--- src/rtl/snake_body.sv ---
`default_nettype none
// ============================================================================
// Module   : snake_body
// Purpose  : Snake segment store, movement/growth/self-collision and pixel hit test.
// Revision : 1.0 - initial release
// ============================================================================
module snake_body #(
  parameter int SIZE    = 25,
  parameter int BIT     = 10,
  parameter int GRID_W  = 25,
  parameter int GRID_H  = 19,
  parameter int MAX_LEN = 8,
  parameter int LW      = 4,
  parameter int X_START = 300,
  parameter int Y_START = 300
) (
  input  logic           clk,
  input  logic           rst_n,
  input  logic           tick,
  input  logic [2:0]     direction,
  input  logic           grow,
  input  logic           restart,
  input  logic [BIT-1:0] x_pos,
  input  logic [BIT-1:0] y_pos,
  output logic           snake_head_active,
  output logic           snake_body_active,
  output logic           collision,
  output logic [LW-1:0]  length,
  output logic [2:0]     rgb
);

  localparam logic [1:0]     c_dir_up    = 2'b00;
  localparam logic [1:0]     c_dir_down  = 2'b01;
  localparam logic [1:0]     c_dir_left  = 2'b10;
  localparam logic [1:0]     c_dir_right = 2'b11;
  localparam logic [BIT-1:0] c_size      = BIT'(SIZE);
  localparam logic [BIT-1:0] c_x_max     = BIT'((GRID_W - 1) * SIZE);
  localparam logic [BIT-1:0] c_y_max     = BIT'((GRID_H - 1) * SIZE);
  localparam logic [BIT-1:0] c_x_start   = BIT'(X_START);
  localparam logic [BIT-1:0] c_y_start   = BIT'(Y_START);
  localparam logic [BIT:0]   c_size_ext  = (BIT + 1)'(SIZE);
  localparam logic [LW-1:0]  c_one       = LW'(1);
  localparam logic [LW-1:0]  c_max_len   = LW'(MAX_LEN);

  logic [BIT-1:0]     r_seg_x [MAX_LEN];
  logic [BIT-1:0]     r_seg_y [MAX_LEN];
  logic [1:0]         r_cur_dir;
  logic [LW-1:0]      r_len;
  logic               r_collision;
  logic               r_grow_pend;
  logic               r_moved;

  logic               w_step;
  logic               w_grow_now;
  logic               w_dir_ok;
  logic [1:0]         w_next_dir;
  logic [BIT-1:0]     w_head_x;
  logic [BIT-1:0]     w_head_y;
  logic [MAX_LEN-1:0] w_in_cell;
  logic [MAX_LEN-1:0] w_live;
  logic [MAX_LEN-1:0] w_hit;

  assign w_step     = tick & ~r_collision;
  assign w_grow_now = grow | r_grow_pend;
  // Reversing onto the neck is only illegal once there is a neck.
  assign w_dir_ok   = ~direction[2] &&
                      !((r_len > c_one) && (direction[1:0] == (r_cur_dir ^ 2'b01)));
  assign w_next_dir = w_dir_ok ? direction[1:0] : r_cur_dir;

  always_comb begin
    w_head_x = r_seg_x[0];
    w_head_y = r_seg_y[0];
    case (w_next_dir)
      c_dir_up:   w_head_y = (r_seg_y[0] == '0)      ? c_y_max : r_seg_y[0] - c_size;
      c_dir_down: w_head_y = (r_seg_y[0] == c_y_max) ? '0      : r_seg_y[0] + c_size;
      c_dir_left: w_head_x = (r_seg_x[0] == '0)      ? c_x_max : r_seg_x[0] - c_size;
      default:    w_head_x = (r_seg_x[0] == c_x_max) ? '0      : r_seg_x[0] + c_size;
    endcase
  end

  generate
    for (genvar i = 0; i < MAX_LEN; i++) begin : g_seg
      localparam logic [LW-1:0] c_idx = LW'(i);

      assign w_in_cell[i] = ({1'b0, x_pos} >= {1'b0, r_seg_x[i]}) &&
                            ({1'b0, x_pos} <  {1'b0, r_seg_x[i]} + c_size_ext) &&
                            ({1'b0, y_pos} >= {1'b0, r_seg_y[i]}) &&
                            ({1'b0, y_pos} <  {1'b0, r_seg_y[i]} + c_size_ext);
      assign w_live[i] = (c_idx < r_len);

      if (i == 0) begin : g_head
        assign w_hit[i] = 1'b0;
      end else begin : g_tail
        assign w_hit[i] = w_live[i] && (r_seg_x[i] == r_seg_x[0]) && (r_seg_y[i] == r_seg_y[0]);
      end
    end
  endgenerate

  assign snake_head_active = w_in_cell[0];
  assign snake_body_active = |(w_in_cell[MAX_LEN-1:1] & w_live[MAX_LEN-1:1]);
  assign collision         = r_collision;
  assign length            = r_len;
  assign rgb               = r_collision ? 3'b100 : 3'b010;

  always_ff @(posedge clk or negedge rst_n) begin
    if (!rst_n) begin
      for (int k = 0; k < MAX_LEN; k++) begin
        r_seg_x[k] <= c_x_start;
        r_seg_y[k] <= c_y_start;
      end
      r_cur_dir   <= c_dir_right;
      r_len       <= c_one;
      r_collision <= 1'b0;
      r_grow_pend <= 1'b0;
      r_moved     <= 1'b0;
    end else if (restart) begin
      for (int k = 0; k < MAX_LEN; k++) begin
        r_seg_x[k] <= c_x_start;
        r_seg_y[k] <= c_y_start;
      end
      r_cur_dir   <= c_dir_right;
      r_len       <= c_one;
      r_collision <= 1'b0;
      r_grow_pend <= 1'b0;
      r_moved     <= 1'b0;
    end else begin
      // Self-hit is judged on the positions settled by the previous move.
      r_moved <= w_step;
      if (r_moved && (|w_hit)) begin
        r_collision <= 1'b1;
      end
      if (w_step) begin
        r_cur_dir  <= w_next_dir;
        r_seg_x[0] <= w_head_x;
        r_seg_y[0] <= w_head_y;
        for (int k = 1; k < MAX_LEN; k++) begin
          r_seg_x[k] <= r_seg_x[k-1];
          r_seg_y[k] <= r_seg_y[k-1];
        end
        r_grow_pend <= 1'b0;
        if (w_grow_now && (r_len < c_max_len)) begin
          r_len <= r_len + c_one;
        end
      end else if (grow) begin
        r_grow_pend <= 1'b1;
      end
    end
  end

endmodule
`default_nettype wire

--- config.mk ---
export PLATFORM = sky130hd
export DESIGN_NAME = snake_body
export DESIGN_NICKNAME = d
export VERILOG_FILES = /design/src/rtl/snake_body.sv
export SDC_FILE = /design/constraint.sdc
export NUM_CORES = 1
export LEC_CHECK = 0
export CAP_MARGIN = 20
export CORE_UTILIZATION = 25
export DETAILED_ROUTE_END_ITERATION = 16
export DONT_BUFFER_PORTS = 1
export GPL_TIMING_DRIVEN = 0
export SKIP_CTS_REPAIR_TIMING = 1
export SYNTH_ARGS = -nofsm -noshare
export SYNTH_HDL_FRONTEND = slang
export SYNTH_SLANG_ARGS = --single-unit
--- constraint.sdc ---
create_clock -name clk -period 3 [get_ports clk]
set_input_delay 0.15 -clock clk [delete_from_list [all_inputs] [get_ports clk]]
set_output_delay 0.15 -clock clk [all_outputs]
set_load 0.05 [all_outputs]
# Word-level counts from Yosys, hierarchy flattened
# Index checks and enable logic that the tools add are counted.
[word_totals]
ff_bits = 169
latch_bits = 0
ramBits = 0
mem_bits_ro = 0
input_bits = 28
elab_cells = 189
memories = 0
[classes]
add_sub_neg = 21
n_mul = 0
n_div = 0
n_lt_le_gt_ge = 41
eq_ne = 20
shift = 0
n_mux = 23
n_bitwise = 6
reduce_logical = 57
[op_table]
columns = ["op", "n"]
rows = [
  ["$mux 80", 4],
  ["$add 10x5->11 const B", 16],
  ["$lt 10x11->1", 16],
  ["$ge 10x10->1", 16],
  ["$eq 10x10->1", 14],
  ["$logic_and 1x1->1", 42],
  ["$mux 10", 4],
  ["$pmux 10 s2", 2],
  ["$add 10x5->10 const B", 2],
  ["$logic_not 10->1", 2],
  ["$sub 10x5->10 const B", 2],
  ["$lt 3x4->1 const A", 4],
  ["$reduce_or 7->1", 2],
  ["$mux 4", 3],
  ["$eq 10x10->1 const B", 1],
  ["$eq 10x9->1 const B", 1],
  ["$lt 2x4->1 const A", 2],
  ["$and 7x7->7", 1],
  ["$mux 1", 6],
  ["$mux 2", 3],
  ["$reduce_and 2->1", 3],
  ["$reduce_bool 2->1", 3],
  ["$reduce_bool 3->1", 2],
  ["$add 4x1->4 const B", 1],
  ["14 further kinds", 16],
]

# Logic depth before layout (Yosys ltp)
[depth]
ltp_word = 11
ltp_mapped = 14
mapped_depth_nobuf = 14

# Worst setup path before layout
# No wires, ideal clock.
[synth_timing]
path_kind = "register to output"
from = "register r_seg_x[70] (netlist name)"
to = "output snake_head_active"
arrival_ns = 3.794
required_ns = 2.850
setup_slack_ns = -0.944
path_stages_with_launch = 14
n_path_buf = 1
cell_sequence = "dfrtp_1 > buf_2 > inv_1 > ha_1 > inv_1 > ha_1 > nor2b_1 > o21a_1 > o21a_1 > o21a_1 > o21ai_0 > a211o_1 > o311ai_0 > nor4_1"
[synth_via]
elab_chain_cells = 5
[synth_lines]
columns = ["item", "line", "source"]
rows = [
  ["from (decl)", "45", "logic [BIT-1:0] r_seg_x [MAX_LEN];"],
  ["from (signal, indexed assignment)", "108", "r_seg_x[k] <= c_x_start;"],
  ["from (signal, indexed assignment)", "118", "r_seg_x[k] <= c_x_start;"],
  ["from (signal, indexed assignment)", "137", "r_seg_x[k] <= r_seg_x[k-1];"],
  ["$add 10x5->11", "86", "({1'b0, x_pos} < {1'b0, r_seg_x[i]} + c_size_ext) &&"],
  ["$lt 10x11->1", "86", ""],
  ["$logic_and 1x1->1 (*)", "85", "assign w_in_cell[i] = ({1'b0, x_pos} >= {1'b0, r_seg_x[i]}) &&"],
  ["$logic_and 1x1->1 (*)", "86", ""],
  ["$logic_and 1x1->1 (*)", "87", "({1'b0, y_pos} >= {1'b0, r_seg_y[i]}) &&"],
  ["to (decl)", "25", "output logic snake_head_active,"],
]
# Every way passes the cells marked *; elsewhere a longest branch is shown, timed or not.

# Worst setup path in the final report
[layout_timing]
from = "register r_seg_x[32] (netlist name)"
to = "output snake_body_active"
[layout_via]
elab_chain_cells = 7
[layout_lines]
columns = ["item", "line", "source"]
rows = [
  ["$add 10x5->11", "86", ""],
  ["$lt 10x11->1", "86", ""],
  ["$logic_and 1x1->1 (*)", "85", ""],
  ["$logic_and 1x1->1 (*)", "86", ""],
  ["$logic_and 1x1->1 (*)", "87", ""],
  ["$and 7x7->7 (*)", "100", "assign snake_body_active = |(w_in_cell[MAX_LEN-1:1] & w_live[MAX_LEN-1:1]);"],
  ["$reduce_or 7->1 (*)", "100", ""],
  ["to (decl)", "26", "output logic snake_body_active,"],
]
# Marks and branches as above.

==> impl_metrics.ini <==
[outcome]
outcome = finished with violations
failed_checks = negative hold slack, negative setup slack

[logic_synthesis]
synth_area_leaders = ha_1, dfrtp_1, dfstp_2, xnor2_1, a21oi_1
synth_top_area_share_pct = 23.3
ys_dominant_reg_cell = dfrtp_1
synth_area_sq_um = 18500
yosysSeqAreaShare_pct = 23.4
syn_nets = 2629
yosysMostFrequentCell = ha_1
ys_ff_latch = 169
synth-edff-count = 0
yosys_warnings = 0
yosys.cell_types.count = 67
synth_common_cells = ha_1, nand2_1, a21oi_1, inv_1, xnor2_1
async_flop_share_pct = 100
syn_inst = 2257
synth.avg_cell_area_sq_um = 8.18
synth_area_leader_cell = ha_1

[floorplanning]
die_h_um = 274
die_w_um = 274
start_util_pct = 25.3
die_area_sq_um = 74900
io_pins = 38
fp-row-count = 99
fp.coreArea_sq_um = 73000

[pwr]
p_sw_share_pct = 33.9
pwr-share-clk_pct = 35.1
ir_worst_vdd_v = 0.000420
p_int_mw = 4.90
seq_power_share_pct = 35.3
p_comb_share_pct = 29.6
power.density_nw_per_um2 = 352
netSwitchingPower_mw = 2.52
leakage_nw = 9.01

[timing]
slew-limit-headroom_pct = 34.3
skew_ps = 8.79
period_minus_slack_ps = 3790
setup_viol = 2
finalMaxSlewViolations = 0
timing.final.crit_share_pct = 126
setup-tns-final_ps = -1290
hold_slack_ps = -589
worst_pin_slew_ps = 985
worst_slack_ps = -787
rsz0062_at_grt = yes
fmax_mhz = 264
hold_violations = 169

[detailed_routing]
drtAntennaViolNets = 0
wl_per_cell_um = 19.0
drc_errors = 0
wirelength_mm = 61.9
dr.pass1.iters = 5
dr_total_vias = 16640
drtIter0Drc = 1197
avgViaCountPerCell = 5.10

[min_path]
hp-class = input pin to asynchronous set/reset pin

[layout]
n_antenna_cell = 0
seq_area_sq_um = 4340
post-route-util_pct = 28.9
fillerInstances = 7766
multi_input_area_sq_um = 13300
final_layout_size_suffix_gt1_share_pct = 10.9
area_delta_synth_final_pct = 14.1
nNetsFinal = 2665

[critical_path]
path_max_fanout = 4
rrSetupSlack_ps = 110
worst_setup_path_start_kind = flip-flop
cp_slowest_cell = dfstp_2
max_stage_delay_ps = 580
critical_path_class = flip-flop to output port
arrival_ps = 3640
crit_chain = nand3_2, and3_4, nor3_4, nand3_1, xnor2_1, ha_1, a21o_1, nand2_1, nand4_1, nor4bb_4, a41oi_2, nand4b_1, a211o_4
crit_path_end_kind = output port
path_delay_family = simple AND/OR/NAND/NOR gates
cp.required_ps = 2850
critPathBufInv = 0

[clock_network]
cts_root_buffer = clkbuf_16
cts_tree = done
htreeDepth = 4
cts_sinks = 169
cts_buffer_depth = 2
clk_latency_ps = 460
path_clk_slew_ps = 70
cts_made_buffers = 17

[placement]
port_buffers = 0
post-place-ws_ps = -1030
place_congestion = 0.913
dpl.hpwl_mm = 47.3

[global_route]
overflow = 0
antenna_found_initial = 1
grt_use_total_pct = 16.4
grt_max_degree = 170
grt_pass1_wl_mm = 93.7
grt_pass1_vias = 15896

[job]
maxCapViolCount = 0
==> placed cells by master (no fill, tap or decap), drive strengths merged, types with 6 or more instances in the layout <==
cell	count
ha	344
a21o	20
clkbuf	94
o21a	29
or3	6
a21oi	191
o211ai	17
o21ai	87
dfstp	67
nor2	145
a2111oi	11
o22ai	9
nand3	45
nand2b	16
dfrtp	102
a211oi	20
clkinv	6
nor3	56
and3	16
xnor2	185
nand2	253
xor2	81
nor2b	12
nor4	34
clkinvlp	6
inv	189
a31oi	7
nand4	47
a211o	65
bufinv	6
o2111ai	7
buf	67
and2	10
==> area by class of cell <==
type / count / share of cell area [%]
Timing Repair Buffer: 43 / 1.62
Inverter: 192 / 3.49
Tap cell: 959 / 5.70
Multi-Input combinational cell: 1767 / 63.0
Buffer: 103 / 2.35
Clock buffer: 17 / 2.02
Clock inverter: 15 / 1.19
Sequential cell: 169 / 20.6
==> worst paths after layout <==
path                                           from                  endpoint  depth (start not counted)
hold reg to reg            r_cur_dir[1]$_DFFE_PN1N_  r_cur_dir[1]$_DFFE_PN1N_                          2
max in group asynchronous                     rst_n  r_cur_dir[0]$_DFFE_PN1N_                          0
setup reg to reg              collision$_DFFE_PN0P_   r_seg_y[50]$_DFFE_PN0N_                          6
setup / recovery            r_seg_x[32]$_DFFE_PN1N_         snake_body_active                         13
min in group clk                       direction[0]  r_cur_dir[0]$_DFFE_PN1N_                          3
hold / removal                                rst_n   r_seg_x[10]$_DFFE_PN0N_                          0
==> worst register-to-register path, stage by stage (launching register included) <==
cell      delay (ps)
dfrtp_2          540
nor2b_1          160
clkbuf_1         550
clkbuf_1         810
clkbuf_1         460
nand2_1          110
a21oi_1          170
==> power by group through the flow <==
stage | Combinational (mW) | Clock [mW] | Sequential, mW
floorplan | 1.53 | 0 | 2.53
global placement | 2.06 | 0 | 2.58
detailed placement | 2.08 | 0 | 2.59
CTS | 2.10 | 2.61 | 2.55
global route | 2.44 | 2.70 | 2.63
finish | 2.19 | 2.60 | 2.62
==> cell families after synthesis <==
logic type	after synthesis	synth area share (%)
compound gates	506	17.7
xor+xnor	266	12.6
fa+ha+maj	344	23.3
buf+inv	321	6.76
flops	169	23.4
mux	3	0.163
other cells	1	0.0203
simple gates	647	16.1
==> sequential cells by signal, summed over array words and instances, names as in the netlist <==
| register | count |
|---|---|
| r_cur_dir | 2 |
| collision | 1 |
| r_moved | 1 |
| r_seg_y | 80 |
| length | 4 |
| r_grow_pend | 1 |
| r_seg_x | 80 |
==> routing by layer <==
layer | up-vias | part of all wire, % | GRT usage (%)
li1 | 7958 | - | -
met1 | 8043 | 46 | 22.5
met2 | 542 | 44 | 26.1
met3 | 95 | 7.0 | 2.25
met4 | 2 | 2.8 | 5.48
met5 | - | 0.013 | 0
==> stage by stage <==
step	hold WS (ps)	power (mW)	instances	instance area [sq um]
floorplan	-146	4.07	2257	18500
global placement	-120	4.64	3216	19700
detailed placement	-121	4.67	3216	19700
CTS	-596	7.26	3248	20400
global route	-602	7.78	3265	21100
finish	-589	7.42	3265	21100
Note: power is estimated with default switching activity, not from simulation.
